==> config.mk <==
export PLATFORM = sky130hd
export DESIGN_NAME = rpn_sequencer
export DESIGN_NICKNAME = d
export VERILOG_FILES = /design/src/rtl/rpn_sequencer.sv
export SDC_FILE = /design/constraint.sdc
export NUM_CORES = 1
export LEC_CHECK = 0
export BUFFER_PORTS_ARGS = -buffer_cell sky130_fd_sc_hd__buf_2
export CAP_MARGIN = 5
export CORE_UTILIZATION = 45
export DETAILED_ROUTE_END_ITERATION = 10
export PLACE_DENSITY = 0.69
export SETUP_SLACK_MARGIN = 0.1
export SLEW_MARGIN = 30
export SYNTH_ARGS = -nofsm -noshare
export SYNTH_HDL_FRONTEND = slang
export SYNTH_SLANG_ARGS = --single-unit
==> constraint.sdc <==
create_clock -name clk -period 4.06 [get_ports clk]
set_clock_uncertainty 0.15 [all_clocks]
set_input_delay 0.203 -clock clk [delete_from_list [all_inputs] [get_ports clk]]
set_output_delay 0.203 -clock clk [all_outputs]
set_load 0.05 [all_outputs]
==> src/rtl/rpn_sequencer.sv <==
// rpn_sequencer: shunting-yard converter from infix tokens to push/operate commands
// for the stream calculator, with a bounded operator stack and error recovery.
module rpn_sequencer #(
    parameter int W = 8,
    parameter int D = 8
) (
    input  logic         clk,
    input  logic         rst,
    input  logic         tok_valid,
    output logic         tok_ready,
    input  logic [1:0]   tok_kind,
    input  logic [W-1:0] tok_val,
    input  logic [2:0]   tok_op,
    input  logic         tok_last,
    output logic         cmd_apply,
    output logic [2:0]   cmd_op,
    output logic [W-1:0] cmd_in,
    output logic         done,
    output logic         err
);
    localparam int SPW = $clog2(D + 1);
    localparam int IW = D > 1 ? $clog2(D) : 1;
    localparam logic [2:0] PAREN = 3'd7;
    localparam logic [2:0] PUSH = 3'd7;

    typedef enum logic [2:0] {ACCEPT, POP_OP, POP_PAREN, FLUSH, ERR} state_t;

    state_t         state_q, state_d;
    logic [2:0]     stk_q [D];
    logic [2:0]     stk_d [D];
    logic [SPW-1:0] sp_q, sp_d;
    logic           exp_q, exp_d;
    logic           last_q, last_d;
    logic [2:0]     hold_q, hold_d;
    logic           apply_q, apply_d;
    logic [2:0]     op_q, op_d;
    logic [W-1:0]   in_q, in_d;
    logic           done_q, done_d;
    logic [2:0]     top, nxt;
    logic           empty, full, sp_one, take, bad;

    function automatic logic [1:0] prec(input logic [2:0] e);
        return e == PAREN ? 2'd0 : e >= 3'd2 ? 2'd2 : 2'd1;
    endfunction

    assign top       = stk_q[IW'(sp_q - 1'b1)];
    assign nxt       = stk_q[IW'(sp_q - 2'd2)];
    assign empty     = sp_q == '0;
    assign full      = sp_q == SPW'(D);
    assign sp_one    = sp_q == SPW'(1);
    assign tok_ready = state_q == ACCEPT || state_q == ERR;
    assign take      = tok_valid && tok_ready;
    assign err       = state_q == ERR;
    assign cmd_apply = apply_q;
    assign cmd_op    = op_q;
    assign cmd_in    = in_q;
    assign done      = done_q;

    always_comb begin
        state_d = state_q;
        stk_d   = stk_q;
        sp_d    = sp_q;
        exp_d   = exp_q;
        last_d  = last_q;
        hold_d  = hold_q;
        apply_d = 1'b0;
        op_d    = '0;
        in_d    = '0;
        done_d  = 1'b0;
        bad     = (tok_kind[0] == exp_q) || (tok_kind == 2'd1 && tok_op > 3'd4) ||
                  (tok_last && (tok_kind[0] ^ tok_kind[1]));
        case (state_q)
            ACCEPT: if (take) begin
                exp_d  = tok_kind[0] ^ tok_kind[1];
                last_d = tok_last;
                if (bad) state_d = ERR;
                else case (tok_kind)
                    2'd0: begin
                        apply_d = 1'b1;
                        op_d    = PUSH;
                        in_d    = tok_val;
                        state_d = tok_last ? FLUSH : ACCEPT;
                    end
                    2'd1: if (!empty && prec(top) >= prec(tok_op)) begin
                        state_d = POP_OP;
                        hold_d  = tok_op;
                    end else if (full) state_d = ERR;
                    else begin
                        stk_d[IW'(sp_q)] = tok_op;
                        sp_d = sp_q + 1'b1;
                    end
                    2'd2: if (full) state_d = ERR;
                    else begin
                        stk_d[IW'(sp_q)] = PAREN;
                        sp_d = sp_q + 1'b1;
                    end
                    default: state_d = POP_PAREN;
                endcase
            end
            // The held operator takes the popped slot in the same cycle it stops.
            POP_OP: begin
                apply_d = 1'b1;
                op_d    = top;
                if (sp_one || prec(nxt) < prec(hold_q)) begin
                    stk_d[IW'(sp_q - 1'b1)] = hold_q;
                    state_d = ACCEPT;
                end else sp_d = sp_q - 1'b1;
            end
            POP_PAREN: if (empty) state_d = ERR;
            else begin
                sp_d = sp_q - 1'b1;
                if (top == PAREN) state_d = last_q ? FLUSH : ACCEPT;
                else begin
                    apply_d = 1'b1;
                    op_d    = top;
                end
            end
            FLUSH: if (empty) begin
                done_d  = 1'b1;
                exp_d   = 1'b1;
                state_d = ACCEPT;
            end else if (top == PAREN) state_d = ERR;
            else begin
                apply_d = 1'b1;
                op_d    = top;
                sp_d    = sp_q - 1'b1;
            end
            ERR: if (take && tok_last) begin
                sp_d    = '0;
                exp_d   = 1'b1;
                state_d = ACCEPT;
            end
            default: state_d = ACCEPT;
        endcase
    end

    always_ff @(posedge clk or posedge rst)
        if (rst) begin
            state_q <= ACCEPT;
            sp_q    <= '0;
            exp_q   <= 1'b1;
            last_q  <= 1'b0;
            hold_q  <= '0;
            apply_q <= 1'b0;
            op_q    <= '0;
            in_q    <= '0;
            done_q  <= 1'b0;
        end else begin
            state_q <= state_d;
            sp_q    <= sp_d;
            exp_q   <= exp_d;
            last_q  <= last_d;
            hold_q  <= hold_d;
            apply_q <= apply_d;
            op_q    <= op_d;
            in_q    <= in_d;
            done_q  <= done_d;
        end

    always_ff @(posedge clk) stk_q <= stk_d;
endmodule
======== After elaboration in Yosys (flattened, before gate mapping) ========
Cells that the tools add are included.
cells by class
  reductions and logical operators ........ 25
  mux-type cells .......................... 75
  add/subtract/negate cells ............... 3
  bitwise logic cells ..................... 6
  order comparisons ....................... 12
  equality and inequality tests ........... 28
operator list
  operator                                                                              count
  24-bit 2-to-1 mux                                                                     6
  24-bit one-hot mux with 2 select lines                                                2
  3-bit 2-to-1 mux                                                                      21
  24-bit bitwise mux                                                                    2
  4-bit 2-to-1 mux                                                                      9
  8-bit 2-to-1 mux                                                                      4
  24-bit bitwise OR                                                                     1
  2-bit 2-to-1 mux                                                                      10
  4-bit one-hot mux with 5 select lines                                                 1
  3-bit binary-select mux with 3-bit select                                             2
  3-bit demux with 3-bit select                                                         2
  3-bit one-hot mux with 3 select lines                                                 2
  2-bit != test (second input constant)                                                 8
  3-bit equality test (second input constant)                                           5
  3-bit != test (second input constant)                                                 5
  3-bit one-hot mux with 5 select lines                                                 1
  3-bit by 2-bit greater-or-equal comparator with 1-bit output (second input constant)  4
  4-bit greater-or-equal comparator (second input constant)                             3
  3-bit NOT with 4-bit output                                                           3
  1-bit 2-to-1 mux                                                                      10
  10-bit AND reduction                                                                  1
  5-bit AND reduction                                                                   2
  4-bit by 1-bit less-than comparator with 1-bit output (second input constant)         2
  4-bit one-hot mux with 2 select lines                                                 1
  31 further kinds                                                                      42
storage, ports and cells
  register bits after elaboration ......... 49
  word-level logic and storage cells ...... 166
  input port bits ......................... 17

======== Logic depth before layout (Yosys ltp) ========
Gate-level depths: netlist of run 1.
  depth in word-level cells ............... 15
  depth in mapped cells ................... 18
  depth with buffers taken out ............ 15

======== Worst setup path before layout of run 1 ========
Ideal clock, no wire load.
  path kind ............................... reg2reg
  from .................................... register sp_q[0]
  to ...................................... register stk_q[21] (netlist name) (enable)
  setup time .............................. 0.331 ns
  cell stages (with the launch flop) ...... 16
  data required time ...................... 3.579 ns
  period minus slack after synthesis ...... 4.178 ns
  arrival time ............................ 3.697 ns
  path slack .............................. -0.118 ns
  cell sequence ........................... dfrtp_1 buf_2 buf_6 inv_1 ha_1 xor2_4 mux4_1 mux2i_1 nand2_1 and2_1 ha_1 a21oi_1 nor3b_1 nor3_1 nand3_1 o22ai_1
on the way
  cells in the longest elaborated chain, start to end .. 12
RTL lines
  element                                                                                                            line     text
  start: declaration                                                                                                 31       logic [SPW-1:0] sp_q, sp_d;
  start signal: assignment                                                                                           150      sp_q <= sp_d;
  4-bit by 1-bit subtractor with 4-bit output / 3-bit by 2-bit subtractor with 3-bit output (equally long branches)  --
  3-bit NOT with 4-bit output, on equally long branches                                                              46, 47
  3-bit binary-select mux with 3-bit select, on equally long branches                                                46, 47
  3-bit 2-to-1 mux, on equally long branches (2 in a row)                                                            46, 47
  3-bit by 2-bit greater-or-equal comparator with 1-bit output                                                       43       return e == PAREN ? 2'd0 : e >= 3'd2 ? 2'd2 : 2'd1;
  2-bit 2-to-1 mux (2 in a row)                                                                                      43
  2-bit greater-or-equal comparator / 2-bit less-than comparator (equally long branches)                             84, 104
  1-bit logical AND / 1-bit logical OR (equally long branches)                                                       84, 104
  3-bit != test (no source line) / 2-bit != test (equally long branches)                                             --
  8-bit AND reduction (no source line) *                                                                             --
  end signal: assignment                                                                                             160      always_ff @(posedge clk) stk_q <= stk_d;
  end: declaration                                                                                                   29       logic [2:0] stk_q [D];
Every way passes the cells marked *; elsewhere a longest branch is shown, timed or not. The select of a mux whose other input is x is not followed.
A chain may end at the register's enable or synchronous reset.

======== Worst setup path in the final report of run 1 ========
  from .................................... register sp_q[0]
  to ...................................... register sp_q[0]
on the way
  cells in the longest elaborated chain, start to end .. 12
RTL lines
  element                                                                                                            line
  4-bit by 1-bit subtractor with 4-bit output / 3-bit by 2-bit subtractor with 3-bit output (equally long branches)  --
  3-bit NOT with 4-bit output, on equally long branches                                                              46, 47
  3-bit binary-select mux with 3-bit select, on equally long branches                                                46, 47
  3-bit 2-to-1 mux, on equally long branches (2 in a row)                                                            46, 47
  3-bit by 2-bit greater-or-equal comparator with 1-bit output                                                       43
  2-bit 2-to-1 mux (2 in a row)                                                                                      43
  2-bit greater-or-equal comparator / 2-bit less-than comparator (equally long branches)                             84, 104
  1-bit logical AND / 1-bit logical OR (equally long branches)                                                       84, 104
  3-bit != test (no source line) / 2-bit != test (equally long branches)                                             --
  10-bit AND reduction (no source line)                                                                              --
Several ways; a longest one is shown, not always the timed one. The select of a mux whose other input is x is not followed.

==> flow_metrics.py, run 1 <==
metrics = {
    "run_status": {
        "outcome": "finished clean",
    },
    "placement": {
        "dp_slack_ns": -0.0225,
        "dp_hpwl_mm": 6.03,
        "gp_congestion": 0.983,
        "portBuffers": 31,
    },
    "timing": {
        "max_slew_margin_pct": 47.9,
        "finalHoldViolations": 0,
        "rsz0062_at_grt": "no",
        "min_period_ns": 3.75,
        "setup_violations": 0,
        "tightest_slew_ns": 0.776,
        "final.period_utilization_pct": 92.5,
        "finalWorstSetupSlack_ns": 0.306,
        "drv_slew": 0,
        "fmax_mhz": 266,
        "tns_ns": 0,
    },
    "global_routing": {
        "grt_max_degree": 37,
        "grt_use_total_pct": 22.6,
        "grt_pass1_vias": 2635,
        "antenna_found_initial": 0,
        "grt_pass1_wl_mm": 13.1,
        "overflow": 0,
    },
    "yosys": {
        "syn_area_um2": 3280,
        "netlist-cell-type-count": 54,
        "seq_area_frac_synth_pct": 41.0,
        "synth_async_sr_flop_share_pct": 51.0,
        "syn_nets": 354,
        "syn_avg_cell_area_um2": 10.2,
        "yosysWarnings": 0,
        "synth_edf_count": 24,
        "synth-seq-cells": 49,
        "syn_inst": 322,
        "synth_ff_type": "edfxtp_1",
    },
    "worst_setup_path": {
        "worstSetupEndpointType": "flop",
        "cp_data_arrival_time_ns": 3.79,
        "max_stage_delay_ns": 0.54,
        "critical_path_required_ns": 4.10,
        "start_kind": "flop",
        "path_class": "flop to flop",
        "critPathMaxFanout": 5,
        "cp_num_buf_inv": 1,
        "crit_family": "multiplexers",
        "crit_chain": "inv_2 > ha_4 > xor2_4 > mux4_2 > mux2i_2 > nand2_1 > and2_1 > ha_1 > a21oi_1 > nor3b_2 > nor3_2 > o221a_1 > o21a_2 > mux2_4",
        "crit_slowest_cell": "mux4_2",
    },
    "clocking": {
        "path_clk_slew_ns": 0.08,
        "clk_latency_ns": 0.30,
        "cts_made_buffers": 5,
        "cts_tree": "built",
        "cts_sinks": 49,
        "htree_levels": 2,
        "clockRootBuffer": "clkbuf_8",
        "cts_max_path_buffers": 2,
    },
    "layout": {
        "areaGrowthSynthToFinish_pct": 16.2,
        "multi_input_area_um2": 1870,
        "regArea_um2": 1350,
        "fin_nets": 401,
        "drive_gt1_share_pct": 24.3,
        "nFillCells": 645,
        "diodes": 0,
    },
    "floorplanning": {
        "core_area_um2": 6910,
        "row_count": 30,
        "ios": 32,
        "die_w_um": 87.4,
        "start_util_pct": 47.6,
        "fp.dieH_um": 87.4,
        "dieArea_um2": 7640,
    },
    "worst_hold_path": {
        "hold_path.class": "primary input to flop",
    },
    "power": {
        "power_leakage_nw": 1.53,
        "p_per_area_nw_per_um2": 731,
        "p_total_mw": 2.79,
        "worst_ir_drop_vdd_mv": 0.306,
    },
    "detailed_routing": {
        "wl_per_cell_um": 17.5,
        "viasPerCell": 5.89,
        "drt_first_pass_iters": 4,
        "vias": 2745,
        "drtIter0Drc": 153,
        "drt_wl_total_mm": 8.16,
        "ant_nets": 0,
        "drcViolationCount": 0,
    },
    "run": {
        "maxCapViolCount": 0,
    },
}
per-stage QoR:
| stage | std cells | hold WS, ns | util (%) | area [um^2] |
|---|---|---|---|---|
| final | 466 | 0.0367 | 55.2 | 3810 |
| after global routing | 466 | 0.0543 | 55.2 | 3810 |
| after CTS | 465 | 0.0359 | 54.9 | 3790 |
| after detailed placement | 445 | 0.263 | 52.1 | 3600 |
| after global placement | 445 | 0.265 | 52.1 | 3600 |
| after floorplan | 322 | 0.0796 | - | 3350 |
synth_stat cells, types with 2 or more instances:
cell	count	area (um^2)
mux2_2	4	45.0
buf_2	3	15.0
buf_4	2	15.0
o21ai_1	3	15.0
a31oi_1	2	12.5
or4_1	2	15.0
o22ai_1	34	213
clkbuf_1	5	18.8
ha_1	15	188
nor2b_1	5	31.3
mux2_4	4	60.1
nand3_1	9	45.0
nor3b_1	4	30.0
nand2_1	24	90.1
nand3b_1	4	30.0
dfrtp_1	24	601
and3_1	3	18.8
inv_1	9	33.8
a21oi_1	33	165
nor3_1	3	15.0
xnor2_1	6	52.6
xor2_1	2	17.5
mux4_2	8	180
edfxtp_1	24	721
and2_1	16	100
buf_6	4	45.0
nand2b_1	4	25.0
nor2_1	26	97.6
o21ai_0	9	45.0
mux2i_1	7	70.1
logic make-up (layout without fill, tap and decap cells):
group	count (synthesis)	after routing	share of synthesized area, %
and+or+nand+nor	105	105	16.2
AOI/OAI and AO/OA	94	94	17.2
DFF	49	49	41.0
muxes	25	25	12.4
buffers and inverters	25	73	4.46
adders and majority gates	15	15	5.71
xor gates and xnor gates	9	9	2.97
state kept, by name, indices dropped and copies added (netlist names):
name,count
state_q,3
stk_q,24
exp_q,1
sp_q,4
cmd_in,8
hold_q,3
last_q,1
cmd_op,3
done,1
cmd_apply,1
timing repair:
item | 4_1_cts | 5_1_grt
hold buffers | 9 | 0
resized for setup | 0 | 3
setup endpoints to repair | 28 | 29
setup buffers | 3 | 1
hold endpoints to repair | 32 | 0
pin swaps | 1 | 0
power by group:
part	switching [mW]	total (mW)	internal (mW)
Sequential	0.0840	0.711	0.627
Combinational	1.02	1.81	0.789
Clock	0.147	0.270	0.122
Total	1.25	2.79	1.54
final cells by class:
class | count | share of cell area, %
multi-input combinational | 248 | 49.0
sequential | 49 | 35.3
timing repair buffer | 56 | 9.58
tap | 96 | 3.15
clock buffer | 8 | 2.10
inverter | 9 | 0.886
path summary, 6_finish.rpt:
path / slack, ns / depth (start not counted) / startpoint / end
hold reg to reg: 0.37 / 2 / exp_q / exp_q
max in group asynchronous: 3.06 / 3 / rst / exp_q
setup reg to reg: 0.31 / 14 / sp_q[0] / sp_q[0]
min in group asynchronous: 0.34 / 3 / rst / cmd_in[4]
setup / recovery: 0.31 / 14 / sp_q[0] / sp_q[0]
hold / removal: 0.04 / 2 / tok_op[0] / hold_q[0]
placed cells by master (no fill, tap or decap), types with 14 or more instances in the layout:
cell type / Yosys / routed
buf_4: 2 / 16
ha_1: 15 / 14
nor2_1: 26 / 26
edfxtp_1: 24 / 24
o22ai_1: 34 / 26
nand2_1: 24 / 24
buf_2: 3 / 31
a21oi_1: 33 / 33
dfrtp_1: 24 / 24
and2_1: 16 / 16
metal layers:
metal / vias to the layer above / GRT usage, % / wire, um
met5: - / 0 / 0
met4: 0 / 9.24 / 165
met3: 17 / 3.41 / 538
met2: 124 / 36.5 / 3830
met1: 1310 / 30.2 / 3630
li1: 1294 / - / -
No activity file was read; power rests on OpenSTA's default activity.
==> run 2: changes to the inputs <==
Settings changed: HOLD_SLACK_MARGIN set to 0.15, SLEW_MARGIN 30 to 20.
==> run 2 against run 1 <==
  * Hold slack improved by 0.27 ns
  * Sequential cell count unchanged
  * Clock power about the same
  * Fmax decreased by 0.13%
  * Power increased by 0.40%
  * Core utilization increased by 0.87 points
  * Critical path depth unchanged
  * Sequential share of layout area decreased by 0.55 points
  * Die area unchanged
  * Via count increased by 0.73%
  * Highest routed layer unchanged
==> flow_metrics.py, run 2 (synthesized netlist as in run 1, its figures left out) <==
metrics = {
    "worst_setup_path": {
        "crit_start": "sp_q[0]",
        "reg2regPathDepth": 14,
        "crit_slowest_cell": "mux4_2",
        "path_class": "flop to flop",
        "critical_path_required_ns": 4.10,
        "start_kind": "flop",
        "crit_chain": "inv_2 > ha_4 > xor2_4 > mux4_2 > mux2i_2 > nand2_1 > and2_1 > ha_1 > a21oi_1 > nor3b_2 > nor3_2 > o221a_1 > o21a_2 > mux2_4",
        "critPathMaxFanout": 5,
        "worstSetupEndpointType": "flop",
        "max_stage_delay_ns": 0.54,
        "cp_data_arrival_time_ns": 3.80,
        "r2r-start": "sp_q[0]",
    },
    "layout": {
        "diodes": 0,
        "nFillCells": 641,
        "largest_reg_flops": 24,
        "utilization_pct": 56.1,
        "final_cell_mix": "a21oi_1 (33), buf_2 (31), o22ai_1 (26), nor2_1 (26)",
        "drive_gt1_share_pct": 23.7,
        "fin_area_um2": 3870,
        "final_common_cell": "a21oi_1",
        "areaGrowthSynthToFinish_pct": 18.0,
        "largest-register": "stk_q",
        "fin_nets": 407,
    },
    "clocking": {
        "cts_max_path_buffers": 2,
        "clk_latency_ns": 0.30,
        "cts_sinks": 49,
        "path_clk_slew_ns": 0.08,
        "htree_levels": 2,
        "cts_tree": "built",
        "clockRootBuffer": "clkbuf_8",
        "cts_made_buffers": 5,
    },
    "detailed_routing": {
        "drt_first_pass_iters": 4,
        "wl_per_cell_um": 17.4,
        "drtIter0Drc": 174,
        "vias": 2765,
        "ant_nets": 0,
        "viasPerCell": 5.86,
        "drt_wl_total_mm": 8.22,
        "drcViolationCount": 0,
    },
    "worst_hold_path": {
        "hold_path.class": "primary input to flop",
        "hold_start": "tok_kind[1]",
        "holdPathStages": 5,
    },
    "global_routing": {
        "grt_pass1_wl_mm": 13.2,
        "antenna_found_initial": 0,
        "grt_use_total_pct": 22.7,
        "grt_pass1_vias": 2655,
        "grt_max_degree": 37,
        "overflow": 0,
    },
    "floorplanning": {
        "dieArea_um2": 7640,
        "start_util_pct": 47.6,
        "fp.dieH_um": 87.4,
        "core_area_um2": 6910,
        "row_count": 30,
        "die_w_um": 87.4,
        "ios": 32,
    },
    "placement": {
        "portBuffers": 31,
        "placed_cell_area_um2": 3600,
        "dp_hpwl_mm": 6.03,
        "gp_congestion": 0.983,
    },
    "timing": {
        "whs_ns": 0.308,
        "drv_slew": 0,
        "fmax_mhz": 266,
        "finalHoldViolations": 0,
        "setup_violations": 0,
        "rsz0062_at_grt": "no",
        "tightest_slew_ns": 0.923,
        "tns_ns": 0,
        "min_period_ns": 3.76,
        "final.period_utilization_pct": 92.6,
        "max_slew_margin_pct": 38.4,
    },
    "power": {
        "power_leakage_nw": 1.56,
        "p_sw_mw": 1.25,
        "p_per_area_nw_per_um2": 723,
        "worst_ir_drop_vdd_mv": 0.306,
        "p_int_mw": 1.55,
        "switching_share_pct": 44.7,
        "combPwrFrac_pct": 64.9,
        "p_clk_share_pct": 9.7,
        "power_frac_seq_pct": 25.4,
    },
    "run_status": {
        "outcome": "finished clean",
    },
    "run": {
        "maxCapViolCount": 0,
    },
}
## run 2: cell count changes in the layout (fill, tap and decap cells not counted), sizes merged
cell         previous run  this run
dlygate4sd3             9        15
## run 2: area by class of cell
class / instances / area (um^2) / share of cell area, %
Timing Repair Buffer: 62 / 425 / 11.0
Sequential cell: 49 / 1350 / 34.8
Clock buffer: 8 / 80.1 / 2.07
Tap cell: 96 / 120 / 3.10
Multi-Input combinational cell: 248 / 1870 / 48.2
Inverter: 9 / 33.8 / 0.872
## run 2: power groups by stage
stage | registers [mW] | logic, mW | clock network, mW
after floorplan | 0.752 | 1.29 | 0
after global placement | 0.716 | 1.69 | 0
after detailed placement | 0.718 | 1.72 | 0
after CTS | 0.710 | 1.77 | 0.281
after global routing | 0.722 | 1.98 | 0.292
final | 0.711 | 1.82 | 0.271
## run 2: per-stage QoR
| step | setup WS, ns | total power [mW] | instances |
|---|---|---|---|
| 3_3_place_gp | 0.142 | 2.40 | 445 |
| 2_1_floorplan | 0.126 | 2.04 | 322 |
| 6_report | 0.301 | 2.80 | 472 |
| 4_1_cts | 0.200 | 2.76 | 471 |
| 3_5_place_dp | -0.0225 | 2.43 | 445 |
| 5_1_grt | 0.138 | 3.00 | 472 |
## run 2: critical path: cells and delay by family, from the launching register on
kind | cells | cell delay, ns
AO/OA/AOI/OAI | 3 | 0.64
adder cells (fa/ha/maj) | 2 | 0.48
flip-flops | 1 | 0.39
buffers and inverters | 1 | 0.11
multiplexers | 3 | 1.07
AND/OR/NAND/NOR | 4 | 0.55
XOR/XNOR | 1 | 0.22
## run 2: metal layers
metal,vias to the layer above,global-route usage (%),share of wire [%]
li1,1308,-,-
met1,1323,30.3,45
met2,119,36.9,47
met3,15,3.41,6.2
met4,0,9.24,1.8
met5,-,0,0
## run 2: what timing repair did
| action | in CTS | in global routing |
|---|---|---|
| endpoints found under the setup margin | 28 | 29 |
| hold endpoints to repair | 39 | 0 |
| buffers inserted | 3 | 1 |
| pin swaps | 1 | 0 |
| hold buffers | 15 | 0 |
| gates resized for setup | 0 | 3 |
## run 2: final timing paths
check / endpoint / slack, ns
max: sp_q[0] / 0.30
min: exp_q / 0.31
max reg2reg: sp_q[0] / 0.30
min reg2reg: exp_q / 0.37
max in group asynchronous: hold_q[2] / 2.69
min in group asynchronous: cmd_in[4] / 0.51
==> run 3: changes to the inputs <==
--- a/config.mk
+++ b/config.mk
@@ -9,6 +9,8 @@
 export CAP_MARGIN = 5
 export CORE_UTILIZATION = 45
+export CTS_CLUSTER_SIZE = 16
 export DETAILED_ROUTE_END_ITERATION = 10
 export HOLD_SLACK_MARGIN = 0.15
+export MAX_ROUTING_LAYER = met4
 export PLACE_DENSITY = 0.69
 export SETUP_SLACK_MARGIN = 0.1
==> constraint.sdc (replaced) <==
create_clock -name clk -period 4.06 [get_ports clk]
set_clock_uncertainty 0.15 [all_clocks]
set_input_delay 0.406 -clock clk [delete_from_list [all_inputs] [get_ports clk]]
set_output_delay 0.406 -clock clk [all_outputs]
set_load 0.05 [all_outputs]
==> run 3 against run 2 <==
  * Critical path depth stayed put
  * Final cell count down 3.8%
  * Core utilization is 2.2 points lower
  * First-iteration DRC count increased by 0.57%
  * Worst setup slack better by 0.00083 ns
  * Critical path type unchanged
  * Highest routed layer unchanged
==> flow_metrics.py, run 3 (synthesized netlist as in run 1, its figures left out) <==
metrics = {
    "detailed_routing": {
        "drt_wl_total_mm": 7.91,
        "wl_per_cell_um": 17.4,
        "drcViolationCount": 0,
        "drtIter0Drc": 175,
        "drt_first_pass_iters": 4,
        "vias": 2698,
        "viasPerCell": 5.94,
        "ant_nets": 0,
    },
    "timing": {
        "drv_slew": 0,
        "final.period_utilization_pct": 92.6,
        "finalWorstSetupSlack_ns": 0.302,
        "max_slew_margin_pct": 38.3,
        "rsz0062_at_grt": "no",
        "min_period_ns": 3.76,
        "setup_violations": 0,
        "finalHoldViolations": 0,
        "tns_ns": 0,
        "tightest_slew_ns": 0.924,
        "fmax_mhz": 266,
    },
    "worst_hold_path": {
        "hold_path.class": "primary input to asynchronous set/reset pin",
    },
    "clocking": {
        "cts_max_path_buffers": 2,
        "cts_tree": "built",
        "cts_sinks": 49,
        "cts_made_buffers": 5,
        "path_clk_slew_ns": 0.08,
        "clockRootBuffer": "clkbuf_8",
        "htree_levels": 2,
        "clk_latency_ns": 0.29,
    },
    "power": {
        "p_clk_share_pct": 10.2,
        "combPwrFrac_pct": 64.2,
        "p_per_area_nw_per_um2": 748,
        "power_leakage_nw": 1.49,
        "p_sw_mw": 1.24,
        "power_frac_seq_pct": 25.7,
        "switching_share_pct": 44.7,
        "worst_ir_drop_vdd_mv": 0.345,
        "p_int_mw": 1.54,
    },
    "worst_setup_path": {
        "start_kind": "flop",
        "path_class": "flop to flop",
        "critPathMaxFanout": 8,
        "cp_data_arrival_time_ns": 3.59,
        "critical_path_required_ns": 3.89,
        "cp_num_buf_inv": 2,
        "crit_family": "multiplexers",
        "crit_slowest_cell": "mux4_2",
        "worstSetupEndpointType": "flop",
        "max_stage_delay_ns": 0.54,
        "crit_chain": "inv_2 > ha_4 > xor2_4 > mux4_2 > mux2i_2 > nand2_1 > and2_1 > ha_1 > a21oi_2 > nor3b_2 > nor3_2 > nand3_2 > buf_4 > o22ai_2",
    },
    "layout": {
        "final_cell_mix": "a21oi_1 (31), buf_2 (31), o22ai_1 (26), nor2_1 (26)",
        "fin_cells": 454,
        "diodes": 0,
        "fin_nets": 389,
        "drive_gt1_share_pct": 24.9,
        "largest_reg_flops": 24,
        "areaGrowthSynthToFinish_pct": 13.4,
        "largest-register": "stk_q",
    },
    "global_routing": {
        "use_met1_pct": 31.3,
        "grtUsageMet3_pct": 4.45,
        "grt_pass1_wl_mm": 12.9,
        "grt_pass1_vias": 2449,
        "grt_use_total_pct": 23.0,
        "overflow": 0,
        "antenna_found_initial": 0,
        "grt_max_degree": 37,
        "top_usage_layer": "met2",
        "grt_use_met2_pct": 35.4,
    },
    "floorplanning": {
        "core_area_um2": 6910,
        "die_w_um": 87.4,
        "dieArea_um2": 7640,
        "row_count": 30,
        "fp.dieH_um": 87.4,
        "start_util_pct": 47.6,
        "ios": 32,
    },
    "placement": {
        "portBuffers": 31,
        "dp.cells": 444,
        "dp_slack_ns": 0.125,
        "dp_hpwl_mm": 6.03,
        "gp_congestion": 0.963,
    },
    "run": {
        "maxCapViolCount": 0,
    },
    "run_status": {
        "outcome": "finished clean",
    },
}
==> run 3: worst reg2reg max path, stage by stage, from the launching register on <==
cell,delay [ns]
dfrtp_1,0.40
inv_2,0.11
ha_4,0.20
xor2_4,0.21
mux4_2,0.54
mux2i_2,0.22
nand2_1,0.11
and2_1,0.18
ha_1,0.30
a21oi_2,0.16
nor3b_2,0.07
nor3_2,0.27
nand3_2,0.08
buf_4,0.20
o22ai_2,0.25
==> run 3: per-layer routing <==
| metal | wire length, um | vias to the layer above |
|---|---|---|
| li1 | - | 1272 |
| met1 | 3650 | 1299 |
| met2 | 3620 | 118 |
| met3 | 561 | 9 |
| met4 | 88 | 0 |
| met5 | 0 | - |
==> run 3: per-stage QoR <==
stage / hold WS, ns / util [%] / power (mW) / instance area [um^2]
after floorplan: 0.283 / - / 2.04 / 3350
after global placement: 0.356 / 52.0 / 2.39 / 3590
after detailed placement: 0.357 / 52.0 / 2.42 / 3590
after CTS: 0.157 / 53.3 / 2.72 / 3680
after global routing: 0.163 / 53.9 / 2.99 / 3730
final: 0.154 / 53.9 / 2.79 / 3730
==> run 3: power by group through the flow <==
stage	Combinational, mW	Clock (mW)	Sequential, mW
floorplan	1.29	0	0.752
global placement	1.67	0	0.722
detailed placement	1.69	0	0.725
CTS	1.71	0.295	0.714
global route	1.95	0.311	0.727
finish	1.79	0.284	0.715
==> run 3: worst paths after layout <==
path                       depth (start not counted)        from         to  slack (ns)
setup / recovery                                  14     sp_q[0]  stk_q[23]        0.30
hold / removal                                     2         rst    sp_q[1]        0.15
setup reg to reg                                  14     sp_q[0]  stk_q[23]        0.30
hold reg to reg                                    2       exp_q      exp_q        0.39
max in group asynchronous                          2         rst     last_q        3.04
min in group clk                                   2  tok_val[0]  cmd_in[0]        0.17
==> run 3: what timing repair did <==
item | CTS | global route
setup endpoints to repair | 0 | 29
hold buffers | 0 | 0
buffers inserted | 0 | 2
resized for setup | 0 | 6
==> run 3: area by class of cell <==
type,instances,area (um^2)
clock buffers,8,90.1
fillers,646,3180
inverters,9,33.8
multi-input cells,248,1880
flip-flops and latches,49,1350
well taps,96,120
repair buffers,44,253
